### src/rtl/fma_pkg.sv
// ============================================================================
// fma_pkg : shared FMA datapath widths and alignment constants
// Rev 1.0
// ============================================================================
`default_nettype none

package fma_pkg;

  localparam int FMA_MAN_W   = 24;
  localparam int FMA_ALN_W   = 74;
  localparam int FMA_WIN_OFF = 50;
  localparam int FMA_SHF_MAX = 74;
  localparam int FMA_SHF_W   = 7;
  localparam int FMA_EXPT_W  = 10;
  localparam int FMA_EXPAB_W = 9;

  typedef struct packed {
    logic                   sub_eff;
    logic [FMA_EXPT_W-1:0]  exp_tmp;
    logic [FMA_EXPAB_W-1:0] exp_ab;
  } fma_pass_t;

  // Shifts past the window all land on the same answer, so saturate at the window edge.
  function automatic logic [FMA_SHF_W-1:0] clamp_shf(input logic [FMA_SHF_W-1:0] s);
    return (s > FMA_SHF_W'(FMA_SHF_MAX)) ? FMA_SHF_W'(FMA_SHF_MAX) : s;
  endfunction

endpackage

`default_nettype wire

### src/rtl/shr_sticky.sv
// ============================================================================
// shr_sticky : zero-fill right shifter by amt*STEP, flags any dropped one bit
// Rev 1.0
// ============================================================================
`default_nettype none

module shr_sticky #(
  parameter int W     = 74,
  parameter int STEP  = 1,
  parameter int AMT_W = 4
) (
  input  logic [W-1:0]     din_i,
  input  logic [AMT_W-1:0] amt_i,
  output logic [W-1:0]     dout_o,
  output logic             drop_o
);

  localparam int SH_W = $clog2((2 ** AMT_W) * STEP) + 1;

  logic [SH_W-1:0] sh;

  assign sh = SH_W'(amt_i) * SH_W'(STEP);

  always_comb begin
    dout_o = din_i >> sh;
    drop_o = 1'b0;
    for (int i = 0; i < W; i++) begin
      if (i < int'(sh)) drop_o = drop_o | din_i[i];
    end
  end

endmodule

`default_nettype wire

### src/rtl/align_shifter.sv
// ============================================================================
// align_shifter : two-stage addend alignment (coarse 16-step, fine 1-step)
// Rev 1.0
// ============================================================================
`default_nettype none

module align_shifter
  import fma_pkg::*;
#(
  parameter int MAN_W = FMA_MAN_W,
  parameter int ALN_W = FMA_ALN_W,
  parameter int TAG_W = 4
) (
  input  logic                   clk,
  input  logic                   rst,
  input  logic                   in_valid,
  output logic                   in_ready,
  input  logic [MAN_W-1:0]       man_c,
  input  logic                   sub_eff,
  input  logic [FMA_SHF_W-1:0]   shf_num,
  input  logic [FMA_EXPT_W-1:0]  exp_tmp,
  input  logic [FMA_EXPAB_W-1:0] exp_ab,
  input  logic [TAG_W-1:0]       tag_in,
  output logic                   out_valid,
  input  logic                   out_ready,
  output logic [ALN_W-1:0]       aligned_c,
  output logic                   sticky,
  output logic                   sub_eff_o,
  output logic [FMA_EXPT_W-1:0]  exp_tmp_o,
  output logic [FMA_EXPAB_W-1:0] exp_ab_o,
  output logic [TAG_W-1:0]       tag_out
);

  logic                 s1_adv, s2_adv;
  logic [FMA_SHF_W-1:0] shf_c;
  logic [ALN_W-1:0]     win0;

  logic                 s1_valid_q, s2_valid_q;
  logic [ALN_W-1:0]     win1_d, win1_q;
  logic                 sticky1_d, sticky1_q;
  logic [3:0]           fine_q;
  fma_pass_t            pass1_q, pass2_q;
  logic [TAG_W-1:0]     tag1_q, tag2_q;

  logic [ALN_W-1:0]     win2;
  logic                 drop2;
  logic [ALN_W-1:0]     aligned_q;
  logic                 sticky_q;

  // No skid buffer: backpressure ripples combinationally from out_ready to in_ready.
  assign s2_adv   = !s2_valid_q || out_ready;
  assign s1_adv   = !s1_valid_q || s2_adv;
  assign in_ready = s1_adv;

  assign shf_c = clamp_shf(shf_num);
  assign win0  = {man_c, {(ALN_W - MAN_W){1'b0}}};

  shr_sticky #(.W(ALN_W), .STEP(16), .AMT_W(3)) u_coarse (
    .din_i  (win0),
    .amt_i  (shf_c[6:4]),
    .dout_o (win1_d),
    .drop_o (sticky1_d)
  );

  shr_sticky #(.W(ALN_W), .STEP(1), .AMT_W(4)) u_fine (
    .din_i  (win1_q),
    .amt_i  (fine_q),
    .dout_o (win2),
    .drop_o (drop2)
  );

  always_ff @(posedge clk) begin
    if (rst) begin
      s1_valid_q <= 1'b0;
      win1_q     <= '0;
      sticky1_q  <= 1'b0;
      fine_q     <= '0;
      pass1_q    <= '0;
      tag1_q     <= '0;
    end else if (s1_adv) begin
      s1_valid_q <= in_valid;
      if (in_valid) begin
        win1_q    <= win1_d;
        sticky1_q <= sticky1_d;
        fine_q    <= shf_c[3:0];
        pass1_q   <= '{sub_eff: sub_eff, exp_tmp: exp_tmp, exp_ab: exp_ab};
        tag1_q    <= tag_in;
      end
    end
  end

  // Sticky is a magnitude property of the dropped bits, so it is never complemented.
  always_ff @(posedge clk) begin
    if (rst) begin
      s2_valid_q <= 1'b0;
      aligned_q  <= '0;
      sticky_q   <= 1'b0;
      pass2_q    <= '0;
      tag2_q     <= '0;
    end else if (s2_adv) begin
      s2_valid_q <= s1_valid_q;
      if (s1_valid_q) begin
        aligned_q <= pass1_q.sub_eff ? ~win2 : win2;
        sticky_q  <= sticky1_q | drop2;
        pass2_q   <= pass1_q;
        tag2_q    <= tag1_q;
      end
    end
  end

  assign out_valid = s2_valid_q;
  assign aligned_c = aligned_q;
  assign sticky    = sticky_q;
  assign sub_eff_o = pass2_q.sub_eff;
  assign exp_tmp_o = pass2_q.exp_tmp;
  assign exp_ab_o  = pass2_q.exp_ab;
  assign tag_out   = tag2_q;

endmodule

`default_nettype wire

### config.mk
export PLATFORM = sky130hd
export DESIGN_NAME = align_shifter
export DESIGN_NICKNAME = d
export VERILOG_FILES = /design/src/rtl/fma_pkg.sv /design/src/rtl/shr_sticky.sv /design/src/rtl/align_shifter.sv
export SDC_FILE = /design/constraint.sdc
export NUM_CORES = 1
export LEC_CHECK = 0
export BUFFER_PORTS_ARGS = -buffer_cell sky130_fd_sc_hd__buf_4
export CORE_ASPECT_RATIO = 1.4
export CORE_MARGIN = 2
export CORE_UTILIZATION = 61
export CTS_BUF_LIST = sky130_fd_sc_hd__clkbuf_8
export DETAILED_ROUTE_END_ITERATION = 7
export PLACE_DENSITY = 0.83
export SLEW_MARGIN = 15
export SYNTH_ARGS = -nofsm -noshare
export SYNTH_HDL_FRONTEND = slang
export SYNTH_HIERARCHICAL = 1
export SYNTH_SLANG_ARGS = --single-unit
### constraint.sdc
create_clock -name clk -period 5.9 [get_ports clk]
set_clock_uncertainty 0.2 [all_clocks]
set_input_delay 1.18 -clock clk [delete_from_list [all_inputs] [get_ports clk]]
set_output_delay 1.18 -clock clk [all_outputs]
set_load 0.02 [all_outputs]
# Word level (Yosys, flattened, before mapping)
# Index checks and enable logic that the tools add are counted.
[classes]
bitwise_logic = 55
n_shift = 2
mux = 57
n_lt_le_gt_ge = 56
reduce_logical = 6
[op_table]
columns = ["cell", "n"]
rows = [
  ["less-than comparator 6 x 7 -> 1 bit (first input constant)", 14],
  ["less-than comparator 5 x 4 -> 1 bit (first input constant)", 15],
  ["2-to-1 mux 74 bit", 1],
  ["NOT 74 bit", 1],
  [">> shifter 74 x 4 -> 74 bit", 1],
  [">> shifter 74 x 7 -> 74 bit", 1],
  ["less-than comparator 7 bit (first input constant)", 10],
  ["2-to-1 mux 1 bit", 55],
  ["bitwise OR 1 bit", 54],
  ["less-than comparator 4 bit (first input constant)", 8],
  ["less-than comparator 3 x 4 -> 1 bit (first input constant)", 4],
  ["less-than comparator 1 x 4 -> 1 bit (first input constant)", 2],
  ["less-than comparator 2 x 4 -> 1 bit (first input constant)", 2],
  ["> comparator 7 bit (second input constant)", 1],
  ["2-to-1 mux 7 bit", 1],
  ["AND reduction 2 bit", 2],
  ["zero test 1 bit", 2],
  ["logical OR 1 bit", 2],
]
[totals]
output_inout_bits = 101
regBits = 204
wordCells = 191
input_bits = 59

# Depth between registers and ports, before layout
# Gate-level depths: netlist of the first run.
[depth]
word_depth = 63
ltp_mapped = 10
mapped_depth_nobuf = 7

# Hierarchy
# Netlist of the first run, hierarchy kept.
[modules_own_cells]
columns = ["module", "area_per_inst_um2", "n_inst", "seq_area_each_um2", "cells_each"]
rows = [
  ["align_shifter", 8290.5, 1, 4083.9, 940],
  ["shr_sticky at u_fine", 3599.7, 1, 0.0, 402],
  ["shr_sticky at u_coarse", 1831.8, 1, 0.0, 281],
]

# Worst setup path after synthesis of the first run
# Ideal clock, no wire load.
[synth_path]
path_type = "input to output"
startpoint = "in out_ready"
endpoint = "out in_ready"
path_buffers = 2
stages = 4
required_ps = 4520
setup_slack_ps = 2759
arrival_ps = 1761
cell_sequence = "and3b_1 buf_6 clkinv_2 buf_2"
[synth_via]
elab_chain_cells = 2
[synth_lines]
columns = ["element", "line", "source"]
rows = [
  ["start: declaration", "align_shifter.sv:25", "input logic out_ready,"],
  ["logical OR 1 bit", "align_shifter.sv:51", "assign s2_adv = !s2_valid_q || out_ready;"],
  ["logical OR 1 bit", "align_shifter.sv:52", "assign s1_adv = !s1_valid_q || s2_adv;"],
  ["end: declaration", "align_shifter.sv:17", "output logic in_ready,"],
]
# Every way passes these cells.

# Final worst setup path of the first run
# Ends and elaborated chain as after synthesis.

==> impl_results.md, run 1 <==
* Synth cell types at 56
* Top cell type's share of synthesized area at 29.8%
* CTS buffer count at 31
* Post-synth top flop: dfxtp_1
* Vias at 13151
* Critical path peak fanout at 54
* FP Rows at 64
* Remaining Overflow, GRT at 0
* Die Ht at 181 µm
* Inst Count DP at 2039
* Area leader, netlist: dfxtp_1
* Final core occ at 70.9%
* TritonRoute pass-1 iters at 5
* HP Class: flop to flop
* # setup viols final at 0
* Count leader, synth: a21oi_1
* Pwr/cell area at 230 nW/µm²
* Register area share after synthesis at 29.8%
* Worst-skew pair later-pin latency at 580 ps
* Syn Area/Cell at 8.45 µm²
* Die Area at 23700 µm²
* DIE WIDTH at 131 µm
* Fmax achieved at 0.251 GHz
* Worst Path Required at 4520 ps
* Non-filler cells, final at 2094
* Worst Path Arrival at 2600 ps
* Initial Util at 62.5%
* Top post-synthesis cells by count: a21oi_1 (261), dfxtp_1 (204), nand3_1 (126), o21ai_0 (121), a211oi_1 (113)
* Worst slew margin at 24.2%
* Asr flop ratio synth at 0%
* Clk root buf: clkbuf_8
* Number of synthesized flops with an enable pin at 0
* RSZ-0062 raised after global routing: false
* Antenna violations before repair at 0
* Net count, final at 1834
* DR WL/cell at 18.1 µm
* Core Box Area at 21900 µm²
* DR iter-0 viols at 1441
* Status: complete, no violations
* TNS Setup at 0 ps
* Post-Syn Instances at 1623
* Fin. Hold Viols at 0
* Final period util at 67.4%
* Post_cts resized at 0
* H-tree levels at 1
* Total I/O pin count at 160
* Max Slew Vio Count at 0
* Max_cap viols at 0
* Via-to-Cell Ratio at 6.28
* Setup CP Type: input port to primary output
* Layout area overhead at 13.4%
* Post-route minimum period at 3980 ps
* DRC Markers at 0
* Clock transition at the registers of the reported paths at 60 ps
* P_leak at 5.62 nW
* Startpoint types: input port
* Synth area leaders: dfxtp_1 (30%), mux4_2 (13%), a21oi_1 (9.5%), a211oi_1 (6.2%), mux2i_1 (4.8%)
* Syn. warnings at 6
* Clk sink count at 204
* TritonCTS clock tree: done
* Post-CTS Setup Bufs at 0
* Cts hold-fix bufs at 0
* Total track usage at 30.9%
* Register bit total from synthesis at 204
* Slew @ Worst Pin at 1140 ps
* First-pass GRT wire length at 60200 µm
* Synth Cell Area at 13700 µm²
* # diodes at 0
* Peak VDD IR at 194 µV
* Port-buffer cells at 159
* Post-DRT Antenna Nets at 0
* Dpl hpwl at 25200 µm
* Routed WL at 38000 µm
* Pin count of the biggest net entering global routing at 156
* Routability cong. at 0.896
* Vias in the first global route at 11763
* Layout cells sized above 1 at 18.6%
* Clk buf depth at 3
* Crit. End Element: primary output
==> final cells by class <==
type	instances	area, µm²
multi-input cells	1357	9090
fillers	1834	6380
flip-flops and latches	204	4100
repair buffers	175	1320
clock buffers	42	578
well taps	297	372
clock inverters	13	82.6
inverters	6	23.8
==> power breakdown <==
| part | total, W | switching [W] | internal (W) |
|---|---|---|---|
| combinational | 0.000823 | 0.000474 | 0.000350 |
| sequential | 0.00154 | 0.0000816 | 0.00146 |
| clock | 0.00122 | 0.000544 | 0.000674 |
| total | 0.00358 | 0.00110 | 0.00248 |
==> flip-flops by register name (all words and copies together), names as in the netlist, 4 cells and up <==
signal	flops
exp_ab_o	9
tag_out	4
pass1_q	20
exp_tmp_o	10
aligned_c	74
fine_q	4
win1_q	74
tag1_q	4
==> stage by stage <==
step,hold slack [ps],instance area (µm²),total power [W],setup slack [ps]
after global placement,255,14900,0.00236,1960
after global routing,290,15600,0.00374,1880
final,280,15600,0.00358,1920
after CTS,277,15600,0.00358,1940
after floorplan,240,14200,0.00216,2760
after detailed placement,268,14900,0.00237,1950
==> routing by layer <==
layer	vias to the layer above	wire, µm	GRT usage [%]
li1	6212	-	-
met1	6212	15200	41.9
met2	621	18500	50.5
met3	106	2930	3.59
met4	0	1360	11.9
met5	-	0	0
==> worst paths after layout <==
path                                  from                   endpoint  slack, ps  depth (start not counted)
setup / recovery                 out_ready                   in_ready       1920                          4
hold / removal    pass1_q[12]$_SDFFE_PP0P_   pass1_q[12]$_SDFFE_PP0P_        280                          2
setup reg to reg    fine_q[0]$_SDFFE_PP0P_  aligned_c[6]$_SDFFE_PP0P_       2430                          7
hold reg to reg   pass1_q[12]$_SDFFE_PP0P_   pass1_q[12]$_SDFFE_PP0P_        280                          2
==> cells in the final DEF (no fill, tap or decap), types with 2 or more instances in the layout <==
| cell type | n |
|---|---|
| a211oi_1 | 113 |
| a21oi_1 | 261 |
| a22o_1 | 2 |
| a31oi_1 | 32 |
| and2_1 | 19 |
| and3_1 | 42 |
| buf_4 | 174 |
| clkbuf_8 | 42 |
| conb_1 | 136 |
| dfxtp_1 | 198 |
| dfxtp_2 | 4 |
| dfxtp_4 | 2 |
| inv_1 | 12 |
| inv_2 | 4 |
| mux2_2 | 6 |
| mux2_4 | 2 |
| mux2i_1 | 66 |
| mux4_2 | 81 |
| nand2_1 | 98 |
| nand2b_1 | 4 |
| nand3_1 | 126 |
| nand4_1 | 4 |
| nor2_1 | 72 |
| nor2_2 | 4 |
| nor2_4 | 2 |
| nor2b_1 | 17 |
| nor2b_4 | 2 |
| nor3_1 | 7 |
| nor4_1 | 17 |
| o211ai_1 | 2 |
| o21ai_0 | 121 |
| o21ai_1 | 14 |
| o22a_1 | 2 |
| o22ai_1 | 12 |
| xnor2_1 | 74 |
==> critical path: stages <==
cell and delay, ps:
buf_4 120, and3b_2 250, clkinv_2 610, buf_4 420
==> cells by family (layout without fill, tap and decap cells) <==
group | count (synthesis) | after routing | synth area share (%)
other cells | 1 | 136 | 0.0273
buf+inv | 197 | 236 | 7.91
xor+xnor | 74 | 74 | 4.72
compound gates | 569 | 569 | 23.6
simple gates | 423 | 423 | 15.1
mux | 155 | 155 | 18.8
flops | 204 | 204 | 29.8
No activity file was read; power rests on OpenSTA's default activity.
==> run 2, diff against run 1 <==
==> constraint.sdc (replaced) <==
create_clock -name clk -period 3.8 [get_ports clk]
set_clock_uncertainty 0.2 [all_clocks]
set_input_delay 0.76 -clock clk [delete_from_list [all_inputs] [get_ports clk]]
set_output_delay 0.76 -clock clk [all_outputs]
set_load 0.02 [all_outputs]
==> run 2 against run 1 <==
Net effect: global-route usage up 1.0 points; combinational power up 57%; core utilization up 0.14 points; design area up 0.20%; sequential share of layout area down 0.053 points; cell count up 0.24%; clock-buffer cell count down 7; register-to-register slack worse by 1600 ps; die area unchanged; largest cell class unchanged; via count up 0.34%; critical endpoint is now aligned_c[49]$_SDFFE_PP0P_; clock power up 35%; flip-flop and latch count unchanged.
==> impl_results.md, run 2 (synthesis results as in run 1) <==
* Crit. End Element: flop
* Clk sink count at 204 (unchanged)
* Final Instance Area at 15600 µm² (+0.20%)
* Routed WL at 38700 µm (+1.8%)
* FP Rows at 64 (unchanged)
* Critical path cell sequence: buf_4, mux4_2, and2_1, a211oi_1, a31oi_1, xnor2_1, a211oi_1
* DR iter-0 viols at 1692 (+17%)
* Clk buf depth at 3 (unchanged)
* Fillers at 1815 (-1.0%)
* TNS Setup at 0 ps (unchanged)
* Overall power at 0.00534 W (+49%)
* Max incr delay on CP at 830 ps (+220 ps)
* Max_cap viols at 0 (unchanged)
* Sequential Area at 4100 µm² (unchanged)
* Setup CP Type: flop to flop
* Die Ht at 181 µm (unchanged)
* Post-route minimum period at 3010 ps
* Post_cts resized at 0 (unchanged)
* Post-CTS Setup Bufs at 0 (unchanged)
* # diodes at 0 (unchanged)
* DRC Markers at 0 (unchanged)
* Post-DRT Antenna Nets at 0 (unchanged)
* Pin count of the biggest net entering global routing at 104 (-33%)
* Cts hold-fix bufs at 0 (unchanged)
* First-pass GRT wire length at 62000 µm (+3.0%)
* Startpoint types: flop
* Via-to-Cell Ratio at 6.29 (+0.10%)
* RSZ-0062 raised after global routing: false
* H-tree levels at 1 (unchanged)
* Initial Util at 62.5% (unchanged)
* HP Class: input port to flop
* Place WS at 815 ps (-1130 ps)
* TritonRoute pass-1 iters at 6 (+1)
* Core Box Area at 21900 µm² (unchanged)
* CTS buffer count at 29 (-6.5%)
* Layout cells sized above 1 at 18.8% (+0.23 points)
* Vias in the first global route at 12133 (+3.1%)
* Total I/O pin count at 160 (unchanged)
* FF-to-FF Start: fine_q[0]$_SDFFE_PP0P_
* TritonCTS clock tree: done
* Total track usage at 32.0% (+1.0 points)
* Remaining Overflow, GRT at 0 (unchanged)
* Fmax achieved at 0.332 GHz
* Clk root buf: clkbuf_8
* Final period util at 79.2%
* Worst slew margin at 32.7% (+8.6 points)
* Slew @ Worst Pin at 1010 ps (-128 ps)
* Peak VDD IR at 330 µV (+70%)
* DP Area at 15000 µm² (+0.97%)
* Status: complete, no violations
* Worst Setup SP: fine_q[0]$_SDFFE_PP0P_
* Worst Path Arrival at 3300 ps (+700 ps)
* DR WL/cell at 18.4 µm (+1.6%)
* Pwr/cell area at 343 nW/µm² (+49%)
* Worst Path Required at 4090 ps (-430 ps)
* Clock transition at the registers of the reported paths at 70 ps (about the same)
* Vias at 13196 (+0.34%)
* Crit Reg-Reg Endpoint: aligned_c[49]$_SDFFE_PP0P_
* Commonest non-fill, non-tap cell in the layout: a21oi_1
* Worst-skew pair later-pin latency at 590 ps (about the same)
* Routability cong. at 0.937 (+4.6%)
* Reg2Reg Depth at 7 (unchanged)
* Die Area at 23700 µm² (unchanged)
* # setup viols final at 0 (unchanged)
* Area of the multi-input gates at 9090 µm² (unchanged)
* Net count, final at 1843 (+0.49%)
* Commonest non-fill, non-tap cells in the layout: a21oi_1 (261), dfxtp_1 (198), buf_4 (180)
* Antenna violations before repair at 0 (unchanged)
* P_leak at 5.63 nW (+0.28%)
* Dpl hpwl at 26600 µm (+5.5%)
* Max Slew Vio Count at 0 (unchanged)
* Fin. Hold Viols at 0 (unchanged)
* DIE WIDTH at 131 µm (unchanged)
* Critical path peak fanout at 47 (-13%)
* Final core occ at 71.0% (+0.14 points)
* Final WS setup at 789 ps (-1130 ps)
* Layout area overhead at 13.6%
* Worst R2R Setup Slack at 790 ps (-1640 ps)
* Crit-path slowest cell: dfxtp_4
* Port-buffer cells at 159 (unchanged)
* Cell mode on critical path: a211oi_1
* Worst setup path end: aligned_c[49]$_SDFFE_PP0P_
run 2: cell count changes in the layout (fill, tap and decap cells not counted), sizes merged:
cell,previous run,this run
bufinv,1,0
clkinvlp,0,1
clkbuf,42,35
buf,175,186
clkinv,1,2
run 2: metrics by stage:
step / hold slack, ps / instances
6_report: 234 / 2099
5_1_grt: 214 / 2099
4_1_cts: 216 / 2099
3_5_place_dp: 263 / 2050
3_3_place_gp: 247 / 2050
2_1_floorplan: 240 / 1758
run 2: layout make-up:
| type | count | share of cell area (%) |
|---|---|---|
| Clock buffer | 35 | 3.09 |
| Clock inverter | 14 | 0.417 |
| Inverter | 6 | 0.153 |
| Sequential cell | 204 | 26.3 |
| Timing Repair Buffer | 186 | 9.38 |
| Tap cell | 297 | 2.38 |
| Multi-Input combinational cell | 1357 | 58.3 |
run 2: per-layer routing:
metal,track usage [%],up-vias,part of all wire [%],wire length (µm)
met1,42.3,6200,40,15300
met4,13.8,0,4.2,1620
li1,-,6225,-,-
met2,52.5,645,48,18700
met3,3.89,126,7.9,3060
met5,0,-,0,0
run 2: worst min path at each step:
| stage | cells past startpoint | end | slack (ps) | from |
|---|---|---|---|---|
| CTS | 3 | pass1_q[19]$_SDFFE_PP0P_ | 220 | sub_eff |
| detailed placement | 2 | tag_out[3]$_SDFFE_PP0P_ | 260 | tag1_q[3]$_SDFFE_PP0P_ |
| global placement | 2 | tag_out[3]$_SDFFE_PP0P_ | 250 | tag1_q[3]$_SDFFE_PP0P_ |
| global route | 3 | pass1_q[19]$_SDFFE_PP0P_ | 210 | sub_eff |
| floorplan | 2 | exp_ab_o[8]$_SDFFE_PP0P_ | 240 | pass1_q[8]$_SDFFE_PP0P_ |
| finish | 3 | pass1_q[19]$_SDFFE_PP0P_ | 230 | sub_eff |
run 2: critical path: cells and delay by family, from the launching register on:
family / cells / cell delay (ps)
buffers and inverters: 1 / 360
AO/OA/AOI/OAI: 3 / 650
flip-flops: 1 / 830
AND/OR/NAND/NOR: 1 / 180
multiplexers: 1 / 550
XOR/XNOR: 1 / 150
run 2: power by group:
part / switching [W] / total (W) / internal, W
clock network: 0.000826 / 0.00165 / 0.000828
logic: 0.000731 / 0.00129 / 0.000554
registers: 0.000142 / 0.00240 / 0.00226
==> run 3, diff against run 2 <==
--- a/config.mk
+++ b/config.mk
@@ -8,10 +8,10 @@
 export BUFFER_PORTS_ARGS = -buffer_cell sky130_fd_sc_hd__buf_4
 export CORE_ASPECT_RATIO = 1.4
 export CORE_MARGIN = 2
-export CORE_UTILIZATION = 61
+export CORE_UTILIZATION = 55
 export CTS_BUF_LIST = sky130_fd_sc_hd__clkbuf_8
 export DETAILED_ROUTE_END_ITERATION = 7
-export PLACE_DENSITY = 0.83
+export PLACE_DENSITY = 0.79
 export SLEW_MARGIN = 15
 export SYNTH_ARGS = -nofsm -noshare
 export SYNTH_HDL_FRONTEND = slang
==> constraint.sdc (replaced) <==
create_clock -name clk -period 2.7 [get_ports clk]
set_clock_uncertainty 0.2 [all_clocks]
set_input_delay 0.54 -clock clk [delete_from_list [all_inputs] [get_ports clk]]
set_output_delay 0.54 -clock clk [all_outputs]
set_load 0.02 [all_outputs]
==> run 3 against run 2 <==
Net effect: clock power increased by 68%; maximum frequency increased by 17%; sequential share of layout area decreased by 0.85 points; design area increased by 3.4%; combinational power increased by 47%; cell count increased by 2.4%; highest routed layer unchanged.
==> impl_results.md, run 3 (synthesis results as in run 1) <==
* Status: complete, no violations
* Die Area at 26200 µm² (+11%)
* DR WL/cell at 18.7 µm (+1.7%)
* Worst Path Required at 2990 ps (-1100 ps)
* Clk root buf: clkbuf_8
* Worst-skew pair later-pin latency at 580 ps (about the same)
* H-tree levels at 1 (unchanged)
* Max layer used: met4
* DIE WIDTH at 137 µm (+5.2%)
* Max_cap viols at 0 (unchanged)
* # setup viols final at 0 (unchanged)
* Remaining Overflow, GRT at 0 (unchanged)
* Net count, final at 1870 (+1.5%)
* TNS Setup at 0 ps (unchanged)
* Dpl hpwl at 27900 µm (+5.1%)
* DR iter-0 viols at 1425 (-16%)
* Post-DRT Antenna Nets at 0 (unchanged)
* Worst slew margin at 48.4% (+16 points)
* Detail Route met2 WL at 19500 µm (+4.0%)
* Peak VDD IR at 334 µV (+1.0%)
* Antenna violations before repair at 0 (unchanged)
* Via-to-Cell Ratio at 6.20 (-1.4%)
* Pwr/cell area at 499 nW/µm² (+46%)
* M1 WL at 15800 µm (+3.3%)
* Vias in the first global route at 12266 (+1.1%)
* RSZ-0062 raised after global routing: false
* Total I/O pin count at 160 (unchanged)
* Commonest non-fill, non-tap cell in the layout: a21oi_1
* Commonest non-fill, non-tap cells in the layout: a21oi_1 (261), dfxtp_1 (198), buf_4 (191)
* Die Ht at 191 µm (+5.2%)
* DP Area at 15400 µm² (+2.6%)
* Vias at 13325 (+0.98%)
* Final period util at 95.2% (+16 points)
* Final Instance Area at 16100 µm² (+3.4%)
* Hold slack at 31.3 ps (-203 ps)
* Pin count of the biggest net entering global routing at 104 (unchanged)
* Crit. End Element: flop
* Max Slew Vio Count at 0 (unchanged)
* Post-route minimum period at 2570 ps (-441 ps)
* # diodes at 0 (unchanged)
* Routed length on met3 at 3200 µm (+4.7%)
* Port-buffer cells at 159 (unchanged)
* FP Rows at 68 (+6.3%)
* Clk buf depth at 3 (unchanged)
* Routed WL at 40300 µm (+4.1%)
* First-pass GRT wire length at 63400 µm (+2.2%)
* Routability cong. at 0.907 (-3.2%)
* Slew @ Worst Pin at 774 ps (-234 ps)
* Total track usage at 29.9% (-2.1 points)
* P_leak at 5.88 nW (+4.3%)
* Layout area overhead at 17.5%
* Setup CP Type: flop to flop
* CTS buffer count at 30 (+3.4%)
* Startpoint types: flop
* Worst Path Arrival at 2860 ps (-440 ps)
* TritonCTS clock tree: done
* DRC Markers at 0 (unchanged)
* Initial Util at 55.8% (-6.7 points)
* Overall power at 0.00804 W (+51%)
* Clk sink count at 204 (unchanged)
* Layout cells sized above 1 at 20.3% (+1.5 points)
* Fmax achieved at 0.389 GHz (+17%)
* TritonRoute pass-1 iters at 5 (-1)
* Clock transition at the registers of the reported paths at 70 ps (about the same)
* Fin. Hold Viols at 0 (unchanged)
* Critical path peak fanout at 19 (-60%)
* Core Box Area at 24600 µm² (+12%)
* HP Class: input port to flop
-- run 3: metrics by stage --
stage          std cells  utilization [%]  setup WS [ps]
6_report            2149             65.5            130
3_5_place_dp        2093             62.7            194
2_1_floorplan       1758                -            437
5_1_grt             2149             65.5           13.5
3_3_place_gp        2093             62.7            245
4_1_cts             2149             65.5           98.7
-- run 3: cell type report --
cell class	count	area (µm²)
fillers	2071	8470
clock buffers	38	523
multi-input cells	1357	9090
clock inverters	17	154
repair buffers	212	1840
flip-flops and latches	204	4100
inverters	6	23.8
well taps	315	394
-- run 3: worst paths after layout --
check,slack [ps],startpoint,endpoint,cells past startpoint
max,130,fine_q[2]$_SDFFE_PP0P_,aligned_c[49]$_SDFFE_PP0P_,7
max reg2reg,130,fine_q[2]$_SDFFE_PP0P_,aligned_c[49]$_SDFFE_PP0P_,7
min reg2reg,270,pass1_q[8]$_SDFFE_PP0P_,exp_ab_o[8]$_SDFFE_PP0P_,2
min,30,exp_ab[8],pass1_q[8]$_SDFFE_PP0P_,3
-- run 3: report_power, final --
part	leakage, nW	internal, W	switching (W)
clock network	0.382	0.00155	0.00122
logic	3.82	0.000832	0.00107
registers	1.67	0.00318	0.000185
total	5.88	0.00556	0.00247
-- run 3: repair_timing --
action | 4_1_cts | 5_1_grt
buffers inserted | 0 | 0
hold buffers | 1 | 0
resized for setup | 1 | 0
endpoints found under the hold margin | 1 | 0
endpoints found under the setup margin | 1 | 0
-- run 3: worst max-delay path, stage by stage (launching register included) --
cell,delay (ps)
dfxtp_2,630
buf_4,280
mux4_2,360
and2_1,180
a211oi_1,330
a31oi_1,120
xnor2_1,150
a211oi_1,230
-- run 3: per-layer routing --
metal | global-route usage [%] | up-vias
met2 | 49.3 | 666
met4 | 13.1 | 0
met1 | 39.1 | 6257
met3 | 3.74 | 131
li1 | - | 6271
met5 | 0 | -
